$ cat src/rtl/accum_seq_ctrl.sv
// Round-robin arbiter in front of one shared x/y accumulator. A granted requester runs
// up to cnt steps of (x += y, y++), bounded by y reaching LIMIT, then holds the result.
module accum_seq_ctrl #(
    parameter int unsigned W     = 15,
    parameter int unsigned LIMIT = 200
) (
    input  logic         clk,
    input  logic         rst,
    input  logic [1:0]   req_i,
    input  logic [7:0]   cnt0_i,
    input  logic [7:0]   cnt1_i,
    output logic [1:0]   gnt_o,
    output logic         busy_o,
    output logic         res_valid_o,
    input  logic         res_ready_i,
    output logic [W-1:0] res_x_o,
    output logic [W-1:0] res_y_o,
    output logic         res_id_o,
    output logic         res_sat_o
);

    localparam logic [W-1:0] LimitW = W'(LIMIT);

    typedef enum logic [1:0] {StIdle, StRun, StDone} state_e;

    state_e       state_q, state_d;
    logic [W-1:0] x_q, x_d;
    logic [W-1:0] y_q, y_d;
    logic [7:0]   rem_q, rem_d;
    logic         id_q, id_d;
    logic         sat_q, sat_d;
    logic         last_q, last_d;
    logic [1:0]   gnt_q, gnt_d;
    logic         win;

    always_comb begin
        state_d = state_q;
        x_d     = x_q;
        y_d     = y_q;
        rem_d   = rem_q;
        id_d    = id_q;
        sat_d   = sat_q;
        last_d  = last_q;
        gnt_d   = 2'b00;
        win     = 1'b0;
        unique case (state_q)
            StIdle: begin
                if (req_i != 2'b00) begin
                    // Under contention the pointer hands the grant to the other requester.
                    win     = (req_i == 2'b11) ? ~last_q : req_i[1];
                    last_d  = win;
                    id_d    = win;
                    gnt_d   = win ? 2'b10 : 2'b01;
                    x_d     = W'(1);
                    y_d     = '0;
                    rem_d   = win ? cnt1_i : cnt0_i;
                    sat_d   = 1'b0;
                    state_d = StRun;
                end
            end
            StRun: begin
                if (rem_q != 8'd0 && y_q < LimitW) begin
                    x_d   = x_q + y_q;
                    y_d   = y_q + W'(1);
                    rem_d = rem_q - 8'd1;
                end else begin
                    sat_d   = (rem_q != 8'd0);
                    state_d = StDone;
                end
            end
            StDone: begin
                if (res_ready_i) begin
                    state_d = StIdle;
                end
            end
            default: state_d = StIdle;
        endcase
    end

    always_ff @(posedge clk) begin
        if (rst) begin
            state_q <= StIdle;
            x_q     <= W'(1);
            y_q     <= '0;
            rem_q   <= 8'd0;
            id_q    <= 1'b0;
            sat_q   <= 1'b0;
            last_q  <= 1'b1;
            gnt_q   <= 2'b00;
        end else begin
            state_q <= state_d;
            x_q     <= x_d;
            y_q     <= y_d;
            rem_q   <= rem_d;
            id_q    <= id_d;
            sat_q   <= sat_d;
            last_q  <= last_d;
            gnt_q   <= gnt_d;
        end
    end

    assign gnt_o       = gnt_q;
    assign busy_o      = (state_q == StRun) || (state_q == StDone);
    assign res_valid_o = (state_q == StDone);
    assign res_x_o     = x_q;
    assign res_y_o     = y_q;
    assign res_id_o    = id_q;
    assign res_sat_o   = sat_q;

endmodule

$ cat config.mk
export PLATFORM = sky130hd
export DESIGN_NAME = accum_seq_ctrl
export DESIGN_NICKNAME = d
export VERILOG_FILES = /design/src/rtl/accum_seq_ctrl.sv
export SDC_FILE = /design/constraint.sdc
export NUM_CORES = 1
export LEC_CHECK = 0
export ABC_AREA = 1
export CAP_MARGIN = 10
export CELL_PAD_IN_SITES_DETAIL_PLACEMENT = 1
export CELL_PAD_IN_SITES_GLOBAL_PLACEMENT = 2
export CORE_MARGIN = 5
export CORE_UTILIZATION = 28
export DETAILED_ROUTE_END_ITERATION = 8
export PLACE_DENSITY_LB_ADDON = 0.1
export SLEW_MARGIN = 20
export SYNTH_ARGS = -nofsm -noshare
export SYNTH_HDL_FRONTEND = slang
export SYNTH_SLANG_ARGS = --single-unit
export TNS_END_PERCENT = 10
$ cat constraint.sdc
create_clock -name clk -period 2.2 [get_ports clk]
set_input_delay 0.33 -clock clk [delete_from_list [all_inputs] [get_ports clk]]
set_output_delay 0.33 -clock clk [all_outputs]
set_load 0.05 [all_outputs]
# == Word level (Yosys, flattened, before mapping) ==
# Cells that the tools add are included.
# totals
reg_bits,45
input_bits,21
out_inout_bits,36
# classes
n_addsub,3
magnitude_cmp,1
eq_ne,7
mux,19
bitwise_logic,3
reduce_logical,11
# ops
operator,n
$mux W15,4
$pmux W15 S2,2
$mux W8,3
$pmux W8 S2,1
$add A15 B1 Y15 const B,1
$add A15 B15 Y15,1
$lt A15 B8 Y1 const B,1
$reduce_and A3 Y1,3
$mux W2,4
$reduce_bool A8 Y1,1
$sub A8 B1 Y8 const B,1
$ne A2 B2 Y1 const B,3
$pmux W2 S3,1
$eq A2 B2 Y1 const B,2
$reduce_bool A2 Y1,2
$mux W1,3
$not A1 Y1,3
$reduce_or A3 Y1,1
$eq A2 B1 Y1 const B,1
$logic_not A2 Y1,1
$ne A2 B1 Y1 const B,1
$pmux W1 S2,1
$reduce_and A2 Y1,1
$logic_and A1 B1 Y1,1
$logic_or A1 B1 Y1,1

# == Longest topological paths before layout ==
# logic_depth
ltp_word,5
depth_mapped,14
mapped_depth_nobuf,12

# == Worst setup path before layout ==
# No wires, ideal clock.
# synth_timing
path_kind,register to register
from,"reg y_q[2], in the netlist res_y_o[2]"
to,"reg x_q[5], in the netlist res_x_o[5]"
t_arrival_ps,1836
t_required_ps,2068
path_slack_ps,232
stages_incl_launch_ff,9
path_buffers,0
cell_sequence,dfxtp_1 ha_1 nand2_1 nand3_1 nand2_1 nand2_1 or2_2 nand3_1 a21oi_1
# synth_via
elab_chain_len,4
elab_cells_between_ends,7
classes_between,1 x add/sub; 1 x order compare; 1 x eq/ne; 2 x mux; 2 x reduce/logical
# synth_rtl
element,line_no,rtl
"start, declared",28,"logic [W-1:0] y_q, y_d;"
"start signal, assigned",93,y_q <= y_d;
$lt A15 B8 Y1,62,if (rem_q != 8'd0 && y_q < LimitW) begin
$logic_and A1 B1 Y1,62,
$ne A2 B2 Y1 (no source line),-,
$reduce_and A3 Y1 (no source line),-,
"end signal, assigned",83,x_q <= W'(1);
"end signal, assigned",92,x_q <= x_d;
"end, declared",27,"logic [W-1:0] x_q, x_d;"
# Several ways; a longest one is shown, not always the timed one. The select of a mux whose other input is x is not followed.
# A chain may end at the register's enable or synchronous reset.

# == Worst setup path in the final report ==
# layout_timing
from,reg state_q[0]
to,out res_valid_o
# layout_via
elab_chain_len,1
# layout_rtl
element,line_no,rtl
"start, declared",26,"state_e state_q, state_d;"
"start signal, assigned",82,state_q <= StIdle;
"start signal, assigned",91,state_q <= state_d;
$eq A2 B2 Y1,104,assign res_valid_o = (state_q == StDone);
"end, declared",14,"output logic res_valid_o,"
# Every way passes these cells.

==> parameters.txt <==
Parameter                              Value

Floorplan
  Die X-Extent ... 112.4 um
  Vertical die dimension ... 112.4 um
  Core area ... 0.01028 mm^2
  Initial standard-cell utilization of the core ... 0.2856
  Number of primary I/O pins ... 57
  Die area ... 0.01263 mm^2
  Number of cell rows ... 37

Clock tree
  Post CTS Setup Buffer Count ... 0
  Cts bufs inserted ... 5
  Insertion delay of the later-clocked pin in the worst-skew pair ... 0.30 ns
  CTS root buffer ... sky130_fd_sc_hd__clkbuf_8
  CTS clk-pin slew, worst paths ... 0.09 ns
  CTS tree ... yes
  H-tree depth ... 2
  Clock tree buffer depth ... 2
  Number of clock sinks ... 45

Detailed routing
  Wirelength per Cell ... 14.90 um
  DRC ... 0
  Via/cell ratio ... 4.647
  Number of nets with antenna violations after routing ... 0
  Detailed-routing iteration count for the pre-antenna-repair pass ... 4
  Total Routed Length ... 9.624 mm
  Via count ... 3002
  Iteration-0 DRC Markers ... 100

STA
  Worst-Margin Slew ... 0.5288 ns
  # setup viols final ... 0
  Crit path setup slack, layout ... 0.1730 ns
  Max-slew violation count ... 0
  RSZ-0062 raised after global routing ... false
  Normalized max-slew margin ... 0.6464
  Max Fclk ... 0.4933 GHz
  Hold Worst Slack ... 0.4653 ns
  Number of hold violations in the final report ... 0
  Final critical-path required period ... 2.027 ns
  Clock Skews ... 0.008155 ns
  Final cycle utilization of the critical path ... 0.9214
  Final-layout setup total negative slack ... 0 ns

Logic synthesis
  Share of synthesized flip-flops with an asynchronous set or reset ... 0
  Dominant combinational cell family by area after synthesis ... simple AND/OR/NAND/NOR gates
  Synthesized netlist net count ... 488
  Synth Area in Simple Gates ... 0.3585
  Proportion of synthesized chip area in sequential cells ... 0.3069
  Area share of fa/ha/maj cells after synthesis ... 0.09207
  Gate count after technology mapping ... 446
  Yosys warns ... 0
  Post-synth EDFFs ... 0
  Post-Synthesis Mean Instance Area ... 6.581 um^2
  Compound-Gate Fraction of Synth Area ... 0.1198
  Top flip-flop cell by instance count after synthesis ... sky130_fd_sc_hd__dfxtp_1
  Number of different library cells in the post-synthesis netlist ... 32
  Mux contribution to synthesized area ... 0
  Cell area after synthesis ... 0.002935 mm^2
  Parity-gate share of the synthesized area counting xor and xnor cells ... 0.03581
  Synthesis-stage register bit count ... 45

Pwr
  Logic pwr share ... 0.520
  Share of power burned in registers ... 0.316
  Switching power ... 1.477 mW
  Max VDD drop ... 550.7 uV
  Power density normalized to cell area ... 842.3 mW/mm^2
  Leakage power ... 1.637 nW
  Internal ... 1.699 mW
  Net switching share of the total power ... 0.4650
  Clock power frac ... 0.165
  Total Power Consumption ... 3.176 mW

Cells and area
  Post-Layout Cell Count ... 646
  Synth-to-layout area growth ... 28.47%
  # diodes ... 0
  Most frequent standard cell in the layout excluding fill and tap cells ... sky130_fd_sc_hd__nand2_1
  Share of final-layout standard cells stronger than drive strength 1 ... 0.06667
  Nets ... 551
  Most frequent cells in the layout ... sky130_fd_sc_hd__nand2_1 (132), sky130_fd_sc_hd__clkdlybuf4s50_1 (55), sky130_fd_sc_hd__inv_1 (49)

Setup path
  Crit start category ... flop
  Data arrival at the endpoint of the critical path ... 1.70 ns
  Cells along the critical path ... inv_1, ha_1, clkdlybuf4s50_1
  Critical path data required time ... 1.87 ns
  Max incr delay on CP ... 0.81 ns
  Largest driver fanout on the critical path ... 3
  Logic depth of the worst register-to-register path ... 10
  Crit-path slowest cell ... sky130_fd_sc_hd__clkdlybuf4s50_1
  Critical path class ... flop to output pin
  Nature of the critical path endpoint ... output pin

Global route
  Global-route usage over all layers ... 0.1563
  Final global-route overflow total ... 0
  Largest net degree at the start of global routing ... 32
  Global-route wire length before repair ... 16.09 mm
  Vias in the first global route ... 3184
  Number of antenna violations at the first check in global routing ... 0

Min path
  Worst hold path stage count ... 2
  Worst hold path type ... flop to flop

Placed design
  Worst Setup Slack post-DPL ... 0.1728 ns
  Half-perimeter wire length of the detailed placement result ... 7.703 mm
  Number of port buffers ... 56
  Final RePlAce weighted congestion ... 0.7791
  Cell total after placement ... 638

Run
  Max capacitance violation total ... 0

Run status
  Result of the run ... finished clean
[flip-flops by register name, summed over array words and instances (netlist names)]
signal and cells:
state_q 2, res_x_o 15, gnt_o 2, res_id_o 1, res_y_o 15, res_sat_o 1
last_q 1, rem_q 8
[cell usage after synthesis (2+ instances only)]
master	number	share of area
sky130_fd_sc_hd__nand2_1	132	0.17
sky130_fd_sc_hd__inv_1	49	0.063
sky130_fd_sc_hd__nor2_1	48	0.061
sky130_fd_sc_hd__dfxtp_1	45	0.31
sky130_fd_sc_hd__a21oi_1	39	0.066
sky130_fd_sc_hd__nand3_1	34	0.058
sky130_fd_sc_hd__o21ai_0	23	0.039
sky130_fd_sc_hd__ha_1	20	0.085
sky130_fd_sc_hd__xor2_1	9	0.027
sky130_fd_sc_hd__nor3_1	7	0.012
sky130_fd_sc_hd__buf_4	4	0.010
sky130_fd_sc_hd__clkbuf_1	4	0.0051
sky130_fd_sc_hd__nand3_2	3	0.010
sky130_fd_sc_hd__nand4_1	3	0.0064
sky130_fd_sc_hd__nor2_4	3	0.012
sky130_fd_sc_hd__xnor2_1	3	0.0090
sky130_fd_sc_hd__a21oi_2	2	0.0060
sky130_fd_sc_hd__and2_1	2	0.0043
sky130_fd_sc_hd__nand2_2	2	0.0043
sky130_fd_sc_hd__nand3b_1	2	0.0051
[critical path, delay by kind of cell, from the launching register on]
family	cells	cell delay, ns
adders and majority gates	1	0.17
buffers and inverters	2	0.90
DFF	1	0.33
[layer usage]
| metal | part of all wire | vias up | global-route usage |
|---|---|---|---|
| met3 | 0.027 | 9 | 0.02426 |
| met5 | 0 | - | 0 |
| li1 | - | 1555 | - |
| met1 | 0.48 | 1399 | 0.1950 |
| met2 | 0.49 | 39 | 0.2825 |
| met4 | 0.011 | 0 | 0.03526 |
[power by group through the flow]
stage	clock [mW]	combinational [mW]	sequential (mW)
after CTS	0.561	1.70	1.01
after detailed placement	0	1.69	1.02
after floorplan	0	1.11	1.11
after global routing	0.591	1.85	1.02
final	0.523	1.65	1.00
after global placement	0	1.68	1.02
[logic make-up (layout without fill, tap and decap cells)]
group           after synthesis  count (layout)
flops                        45              45
xor+xnor                     12              12
compound gates               66              66
fa+ha+maj                    21              21
buf+inv                      61             125
simple gates                241             241
[cell type report]
cell class / instances / area (um^2)
tap: 136 / 170.2
timing repair buffer: 66 / 638.1
clock buffer: 5 / 68.82
clock inverter: 3 / 17.52
sequential: 45 / 900.9
multi-input combinational: 340 / 1782
inverter: 51 / 193.9
fill: 1345 / 6506
[stage by stage]
stage / util / area [um^2]
finish: 0.3669 / 3771
CTS: 0.3664 / 3766
detailed placement: 0.3580 / 3680
floorplan: - / 2935
global route: 0.3669 / 3771
global placement: 0.3580 / 3680
[worst paths after layout]
| check | slack, ns | start | endpoint |
|---|---|---|---|
| worst max-delay path | 0.17 | state_q[0]$_SDFFE_PP0P_ | res_valid_o |
| worst min-delay path | 0.47 | res_sat_o$_SDFFE_PP0P_ | res_sat_o$_SDFFE_PP0P_ |
| worst max register to register | 0.24 | state_q[1]$_SDFFE_PP0P_ | res_x_o[9]$_SDFFE_PP0P_ |
| worst min register to register | 0.47 | res_sat_o$_SDFFE_PP0P_ | res_sat_o$_SDFFE_PP0P_ |
[what timing repair did]
item	CTS	global route
hold buffers	0	0
setup endpoints to repair	0	3
gates resized for setup	0	2
endpoints found under the hold margin	0	0
Note: power is estimated with default switching activity, not from simulation.
